**config.mk**
```make
export PLATFORM = sky130hd
export DESIGN_NAME = vip_frame_sched
export DESIGN_NICKNAME = d
export VERILOG_FILES = /design/src/rtl/vip_pkg.sv /design/src/rtl/vip_stable_filter.sv /design/src/rtl/vip_frame_sched.sv
export SDC_FILE = /design/constraint.sdc
export NUM_CORES = 1
export LEC_CHECK = 0
export CAP_MARGIN = 20
export CORE_MARGIN = 4
export CORE_UTILIZATION = 40
export CTS_BUF_LIST = sky130_fd_sc_hd__clkbuf_4 sky130_fd_sc_hd__clkbuf_8
export DETAILED_ROUTE_END_ITERATION = 16
export DONT_BUFFER_PORTS = 1
export HOLD_SLACK_MARGIN = 0.08
export MAX_ROUTING_LAYER = met4
export PLACE_DENSITY_LB_ADDON = 0.15
export SLEW_MARGIN = 10
export SYNTH_ARGS = -nofsm -noshare
export SYNTH_HDL_FRONTEND = slang
export SYNTH_SLANG_ARGS = --single-unit
```
**constraint.sdc**
```tcl
create_clock -name clk -period 6.25 [get_ports clk]
set_input_delay 0.625 -clock clk [delete_from_list [all_inputs] [get_ports clk]]
set_output_delay 0.625 -clock clk [all_outputs]
set_load 0.03 [all_outputs]
```
**src/rtl/vip_pkg.sv**
```systemverilog
// Shared definitions for the vip frame sequencer:
// FSM state encodings, frame_cnt phase codes and width defaults.
package vip_pkg;

   localparam int DIGIT_W_DEF = 24;
   localparam int MATCH_W     = 4;
   localparam int TMO_W       = 3;

   typedef enum logic [1:0] {
      ST_IDLE = 2'd0,
      ST_PROJ = 2'd1,
      ST_REC  = 2'd2
   } state_e;

   localparam logic [1:0] FC_IDLE = 2'd0;
   localparam logic [1:0] FC_PROJ = 2'd1;
   localparam logic [1:0] FC_REC  = 2'd2;

   function automatic logic [1:0] fc_of(state_e s);
      logic [1:0] fc;
      fc = FC_IDLE;
      unique case (s)
         ST_PROJ: fc = FC_PROJ;
         ST_REC:  fc = FC_REC;
         default: fc = FC_IDLE;
      endcase
      return fc;
   endfunction

endpackage

```
**src/rtl/vip_stable_filter.sv**
```systemverilog
// N-sample stability filter: a recognised digit is published only after
// STABLE_N consecutive identical results that differ from the current digit.
module vip_stable_filter
   import vip_pkg::*;
#(
   parameter int DIGIT_W  = DIGIT_W_DEF,
   parameter int STABLE_N = 3
) (
   input  logic               clk,
   input  logic               rst_n,
   input  logic               valid_i,
   input  logic [DIGIT_W-1:0] digit_i,
   output logic [DIGIT_W-1:0] digit_o,
   output logic               digit_upd_o
);

   localparam logic [MATCH_W-1:0] N_M = MATCH_W'(STABLE_N);

   logic [DIGIT_W-1:0] cand_q, cand_d;
   logic [DIGIT_W-1:0] digit_q, digit_d;
   logic [MATCH_W-1:0] match_q, match_d;
   logic               upd_q, upd_d;

   always_comb begin
      cand_d  = cand_q;
      match_d = match_q;
      digit_d = digit_q;
      upd_d   = 1'b0;
      if (valid_i) begin
         if (digit_i == cand_q) begin
            if (match_q < N_M) match_d = match_q + 1'b1;
         end else begin
            cand_d  = digit_i;
            match_d = MATCH_W'(1);
         end
         // publish only on a run that just became stable and changes the value
         if (match_d == N_M && cand_d != digit_q) begin
            digit_d = cand_d;
            upd_d   = 1'b1;
         end
      end
   end

   always_ff @(posedge clk or negedge rst_n) begin
      if (!rst_n) begin
         cand_q  <= '0;
         match_q <= '0;
         digit_q <= '0;
         upd_q   <= 1'b0;
      end else begin
         cand_q  <= cand_d;
         match_q <= match_d;
         digit_q <= digit_d;
         upd_q   <= upd_d;
      end
   end

   assign digit_o     = digit_q;
   assign digit_upd_o = upd_q;

endmodule

```
**src/rtl/vip_frame_sched.sv**
```systemverilog
// Frame sequencer: alternates projection and recognition frames on vsync
// edges, with projection/recognition timeouts and a stability filter.
module vip_frame_sched
   import vip_pkg::*;
#(
   parameter int DIGIT_W  = DIGIT_W_DEF,
   parameter int STABLE_N = 3,
   parameter int TMO_FRM  = 2
) (
   input  logic               clk,
   input  logic               rst_n,
   input  logic               enable,
   input  logic               frame_vsync,
   input  logic               proj_done,
   input  logic               rec_valid,
   input  logic [DIGIT_W-1:0] rec_digit,
   output logic [1:0]         frame_cnt,
   output logic               proj_en,
   output logic               rec_en,
   output logic [DIGIT_W-1:0] digit,
   output logic               digit_upd,
   output logic               err
);

   localparam logic [TMO_W-1:0] TMO_LIM = TMO_W'(TMO_FRM);

   state_e           state_q, state_d;
   logic             vs_q;
   logic             sof;
   logic             pdone_q, pdone_d;
   logic             seen_q, seen_d;
   logic [TMO_W-1:0] tmo_q, tmo_d, tmo_inc;
   logic             err_q, err_d;
   logic [1:0]       fc_q;
   logic             proj_en_q, rec_en_q;
   logic             rec_ok;

   assign sof     = frame_vsync & ~vs_q;
   assign rec_ok  = rec_valid & (state_q == ST_REC);
   assign tmo_inc = tmo_q + 1'b1;

   always_comb begin
      state_d = state_q;
      pdone_d = pdone_q;
      seen_d  = seen_q;
      tmo_d   = tmo_q;
      err_d   = 1'b0;
      if (state_q == ST_PROJ && proj_done) pdone_d = 1'b1;
      if (rec_ok) seen_d = 1'b1;
      if (sof) begin
         // frame-scoped flags restart at every frame boundary
         pdone_d = 1'b0;
         seen_d  = 1'b0;
         if (!enable) begin
            state_d = ST_IDLE;
            tmo_d   = '0;
         end else begin
            unique case (state_q)
               ST_IDLE: state_d = ST_PROJ;
               ST_PROJ: begin
                  if (pdone_q | proj_done) state_d = ST_REC;
                  else err_d = 1'b1;
               end
               ST_REC: begin
                  if (seen_q | rec_ok) begin
                     state_d = ST_PROJ;
                     tmo_d   = '0;
                  end else if (tmo_inc >= TMO_LIM) begin
                     state_d = ST_PROJ;
                     tmo_d   = '0;
                     err_d   = 1'b1;
                  end else begin
                     tmo_d = tmo_inc;
                  end
               end
               default: state_d = ST_IDLE;
            endcase
         end
      end
   end

   always_ff @(posedge clk or negedge rst_n) begin
      if (!rst_n) begin
         state_q   <= ST_IDLE;
         vs_q      <= 1'b0;
         pdone_q   <= 1'b0;
         seen_q    <= 1'b0;
         tmo_q     <= '0;
         err_q     <= 1'b0;
         fc_q      <= FC_IDLE;
         proj_en_q <= 1'b0;
         rec_en_q  <= 1'b0;
      end else begin
         state_q   <= state_d;
         vs_q      <= frame_vsync;
         pdone_q   <= pdone_d;
         seen_q    <= seen_d;
         tmo_q     <= tmo_d;
         err_q     <= err_d;
         fc_q      <= fc_of(state_d);
         proj_en_q <= (state_d == ST_PROJ);
         rec_en_q  <= (state_d == ST_REC);
      end
   end

   vip_stable_filter #(
      .DIGIT_W  (DIGIT_W),
      .STABLE_N (STABLE_N)
   ) u_filt (
      .clk         (clk),
      .rst_n       (rst_n),
      .valid_i     (rec_ok),
      .digit_i     (rec_digit),
      .digit_o     (digit),
      .digit_upd_o (digit_upd)
   );

   assign frame_cnt = fc_q;
   assign proj_en   = proj_en_q;
   assign rec_en    = rec_en_q;
   assign err       = err_q;

endmodule

```
After elaboration in Yosys (flattened, before gate mapping)
Index checks and enable logic that the tools add are counted.

word-level totals
  flip-flop bits (word level) = 66
  input port bits = 30
  output and inout port bits = 30
  word-level logic and storage cells = 65

cells by class
  add/sub/neg operators = 2
  $lt $le $gt $ge = 2
  eq/ne operators = 8
  mux-type cells = 28
  bitwise operators = 5
  reductions and logical operators = 7

operators by type and width
  cell                                                                                  number
  24-bit 2-to-1 mux                                                                     2
  24-bit equality test                                                                  1
  24-bit inequality test                                                                1
  3-bit 2-to-1 mux                                                                      4
  4-bit 2-to-1 mux                                                                      3
  1-bit 2-to-1 mux                                                                      11
  2-bit 2-to-1 mux                                                                      5
  2-bit case mux with 3 select lines                                                    1
  4-bit by 1-bit adder with 4-bit output (second input constant)                        1
  2-bit by 1-bit equality test with 1-bit output (second input constant)                2
  2-bit equality test (second input constant)                                           2
  4-bit by 2-bit equality test with 1-bit output (second input constant)                1
  4-bit by 2-bit < comparator with 1-bit output (second input constant)                 1
  2-bit case mux with 2 select lines                                                    1
  2-bit AND reduction                                                                   2
  2-bit nonzero test                                                                    2
  3-bit by 1-bit adder with 3-bit output (second input constant)                        1
  3-bit by 2-bit greater-or-equal comparator with 1-bit output (second input constant)  1
  1-bit AND                                                                             2
  1-bit logical AND                                                                     2
  2-bit zero test                                                                       1
  2-bit by 1-bit inequality test with 1-bit output (second input constant)              1
  1-bit OR                                                                              2
  1-bit case mux with 2 select lines                                                    1
  1-bit inverter                                                                        1

Longest topological paths before layout
  word-level depth = 9
  mapped depth = 8
  gate-level depth less buffers = 7

Hierarchy
From an unflattened synthesis, not the netlist that was laid out.

second synthesis, totals
  cell total of the unflattened synthesis = 248
  area total of the unflattened synthesis = 3,316.9 um^2

modules (own cells, without submodules)
  module             times used  cells each  area an instance (um^2)  seq. area each (um^2)
  vip_stable_filter  1           188         2,656.3                  1,326.3
  vip_frame_sched    1           60          660.6                    275.3

Worst setup path before layout
No wires, ideal clock.

  path type = input -> register
  start point = input rec_digit[12]
  end point = register u_filt.digit_q[0], in the netlist u_filt.digit_o[0]
  setup time = 125 ps
  arrival time = 2,038 ps
  data required time = 6,125 ps
  slack = 4,087 ps
  stages = 6
  path buffers = 1
  cell sequence = xor2_1 -> nor4_1 -> nand4_1 -> o2111ai_4 -> buf_6 -> mux2_4

on the way
  longest elaborated chain between the ends = 6
  elaborated cells on any way between the ends = 9
  those cells by class = eq/ne: 3; mux: 4; reduce/logical: 2

ends and longest elaborated chain
  what                                                                                             RTL line                 text
  start: declaration                                                                               vip_frame_sched.sv:16    input logic [DIGIT_W-1:0] rec_digit,
  24-bit equality test                                                                             vip_stable_filter.sv:30  if (digit_i == cand_q) begin
  24-bit 2-to-1 mux / 4-bit 2-to-1 mux (equally long branches)                                     vip_stable_filter.sv:30
  24-bit 2-to-1 mux / 4-bit 2-to-1 mux (equally long branches)                                     vip_stable_filter.sv:29  if (valid_i) begin
  24-bit inequality test / 4-bit by 2-bit equality test with 1-bit output (equally long branches)  vip_stable_filter.sv:37  if (match_d == N_M && cand_d != digit_q) begin
  1-bit logical AND                                                                                vip_stable_filter.sv:37
  2-bit AND reduction (no source line)                                                             n/a
  end signal: assignment                                                                           vip_stable_filter.sv:53  digit_q <= digit_d;
  end: declaration                                                                                 vip_stable_filter.sv:20  logic [DIGIT_W-1:0] digit_q, digit_d;

Parallel ways exist; a longest one is shown, timed or not. The select of a mux whose other input is x is not followed.
A chain may end at the register's enable or synchronous reset.

Worst setup path in the final report
  start point = register u_filt.digit_q[7], in the netlist u_filt.digit_o[7]
  end point = register u_filt.digit_q[8], in the netlist u_filt.digit_o[8]

on the way
  longest elaborated chain between the ends = 3

ends and longest elaborated chain
  what                                  RTL line
  24-bit inequality test                vip_stable_filter.sv:37
  1-bit logical AND                     vip_stable_filter.sv:37
  2-bit AND reduction (no source line)  n/a

Every way passes these cells.

==> results.json <==
{
  "outcome": "complete, no violations",
  "worstSetupPathType": "reg -> reg",
  "fin_skew_ns": 0.00979,
  "post-dp-hpwl_um": 4600,
  "clockRootBuffer": "clkbuf_8",
  "final_area_um2": 3570,
  "setup.worst_path.start_class": "flop",
  "yosysWarnings": 0,
  "drt_wl_total_um": 6410,
  "synthCells": 252,
  "worst_pin_slew_ns": 0.753,
  "synth_cell_types": 38,
  "drc": 0,
  "crit_path_max_incr_delay_ns": 0.52,
  "portBuffers": 0,
  "ff2ff_setup_slack_ns": 3.51,
  "r2r-start": "u_filt.digit_o[7]$_DFFE_PN0P_",
  "min_path_type": "in -> async",
  "fin_crit_ns": 2.74,
  "r2r-end": "u_filt.digit_o[8]$_DFFE_PN0P_",
  "p_per_area_nw_per_um2": 328,
  "area_growth_pct": 8.72,
  "yosysSeqAreaShare": 0.487,
  "synth-edff-count": 0,
  "num_antenna_cells": 0,
  "placementRows": 32,
  "layout_commonest_cell": "dfrtp_1",
  "setup_violations": 0,
  "cts_max_level": 3,
  "avgSynthCellArea_um2": 13.0,
  "grt_pass1_wl_um": 10800,
  "worstSkewPairLatency_ns": 0.34,
  "antenna_left": 0,
  "dieArea_um2": 9730,
  "initialDrtViolationCount": 67,
  "cts.sinks": 64,
  "antenna_found_initial": 0,
  "drive_gt1_frac": 0.280,
  "holdWs_ns": 0.159,
  "postPlaceCellArea_um2": 3370,
  "via_per_inst": 5.20,
  "num_vias": 1902,
  "crit_arrival_ns": 2.96,
  "ios": 60,
  "required_ns": 6.47,
  "rsz0062_at_grt": "false",
  "maxSlewHeadroom": 0.498,
  "drv_cap": 0,
  "synth_fp_nets": 289,
  "drt-wirelength-per-cell_um": 17.5,
  "p_total_mw": 1.17,
  "path_cells": "xor2_1 > nor4_1 > nand4_1 > o2111ai_4 > buf_4 > mux2_2",
  "die_h_um": 98.7,
  "crit_fanout": 20,
  "path_clk_slew_ns": 0.07,
  "cts-resized-gates": 0,
  "clock_path_buffers": 2,
  "tritoncts": "done",
  "start_util": 0.419,
  "slew_violations": 0,
  "synth-seq-cells": 64,
  "grt_max_degree": 65,
  "fill_cells": 749,
  "period_share": 0.438,
  "hold_viol": 0,
  "clock.fmax_mhz": 366,
  "crit_path_end_kind": "flop",
  "finalNonFillerCells": 366,
  "overflow": 0,
  "core_um2": 7850,
  "worst_path_max_delay_cell": "dfrtp_1",
  "nets": 296,
  "first_global_vias": 2057,
  "rr_worst_depth": 6,
  "worst_ir_drop_vdd_uv": 131,
  "crit_buf_inv": 1,
  "numCtsBuffers": 9,
  "die_w_um": 98.7,
  "drtPass1Iterations": 4,
  "mostFrequentLayoutCells": "64 x dfrtp_1, 38 x xor2_1, 28 x mux2_2",
  "syn_area_um2": 3290,
  "dp_cells": 349,
  "gp_congestion": 0.816,
  "ys_async_sr_fraction": 1.00,
  "setup_tns_ns": 0,
  "crit_family": "simple AND/OR/NAND/NOR gates",
  "grt_use_total": 0.148,
  "synth_ff_type": "dfrtp_1",
  "p_leak_nw": 1.68
}
-- registers in the layout, indices dropped and copies added (netlist names), 2 cells and up --
name / cells
u_filt.match_q: 4
u_filt.cand_q: 24
tmo_q: 3
state_q: 2
u_filt.digit_o: 24
-- stage by stage --
| step | setup WS, ns | utilization |
|---|---|---|
| after floorplan | 4.09 | - |
| after global placement | 3.41 | 0.430 |
| after detailed placement | 3.44 | 0.430 |
| after CTS | 3.48 | 0.455 |
| after global routing | 3.39 | 0.455 |
| final | 3.51 | 0.455 |
-- layout make-up --
class | instances | area (um^2) | share of cell area
clock inverter | 4 | 20.0 | 0.00560
inverter | 7 | 26.3 | 0.00735
timing repair buffer | 3 | 42.5 | 0.0119
tap | 102 | 128 | 0.0357
sequential | 64 | 1600 | 0.448
clock buffer | 12 | 153 | 0.0427
multi-input combinational | 174 | 1600 | 0.449
-- worst max-delay path by stage --
stage	start	end	slack (ns)	cells past startpoint
after floorplan	rec_digit[12]	u_filt.digit_o[0]$_DFFE_PN0P_	4.09	6
after global placement	rec_digit[7]	u_filt.digit_o[9]$_DFFE_PN0P_	3.41	6
after detailed placement	rec_digit[7]	u_filt.digit_o[8]$_DFFE_PN0P_	3.44	6
after CTS	u_filt.digit_o[7]$_DFFE_PN0P_	u_filt.digit_o[8]$_DFFE_PN0P_	3.48	6
after global routing	u_filt.digit_o[7]$_DFFE_PN0P_	u_filt.digit_o[8]$_DFFE_PN0P_	3.39	6
final	u_filt.digit_o[7]$_DFFE_PN0P_	u_filt.digit_o[8]$_DFFE_PN0P_	3.51	6
-- power by group --
part	switching [mW]	total, mW	leakage, nW	internal (mW)
clock network	0.155	0.316	0.0967	0.161
registers	0.0820	0.587	0.843	0.505
logic	0.123	0.270	0.737	0.147
total	0.360	1.17	1.68	0.813
-- synth_stat cells, drive strengths merged, types with 2 or more instances --
cell / n / area (um^2)
o21ai: 3 / 15.0
inv: 7 / 26.3
nand4: 4 / 25.0
nand3: 2 / 10.0
nor3b: 2 / 15.0
a21oi: 4 / 23.8
xnor2: 11 / 96.3
and2: 5 / 31.3
a31oi: 2 / 12.5
xor2: 38 / 333
buf: 6 / 52.6
nor4: 12 / 111
and4: 2 / 20.0
dfrtp: 64 / 1600
nor2: 9 / 33.8
nor3: 2 / 10.0
a22oi: 2 / 15.0
ha: 7 / 87.6
nor2b: 4 / 25.0
mux2: 48 / 616
nand2: 7 / 26.3
-- kinds of logic (layout without fill, tap and decap cells) --
group,count (synthesis),in the layout,share of synthesized area
and+or+nand+nor,51,51,0.0974
AOI/OAI and AO/OA,19,19,0.0457
adders and majority gates,7,7,0.0266
buffers and inverters,14,26,0.0251
muxes,48,48,0.187
DFF,64,64,0.487
xor gates and xnor gates,49,49,0.131
-- timing repair --
| item | 4_1_cts | 5_1_grt |
|---|---|---|
| setup buffers | 0 | 0 |
| hold buffers | 1 | 0 |
| hold endpoints to repair | 64 | 0 |
-- routing by layer --
layer  up-vias  share of wire  global-route usage
li1        894              -                   -
met1       945           0.43               0.179
met2        53           0.47               0.218
met3        10          0.080              0.0708
met4         0          0.018              0.0504
met5         -              0                   -
(Power assumes the default switching activity.)
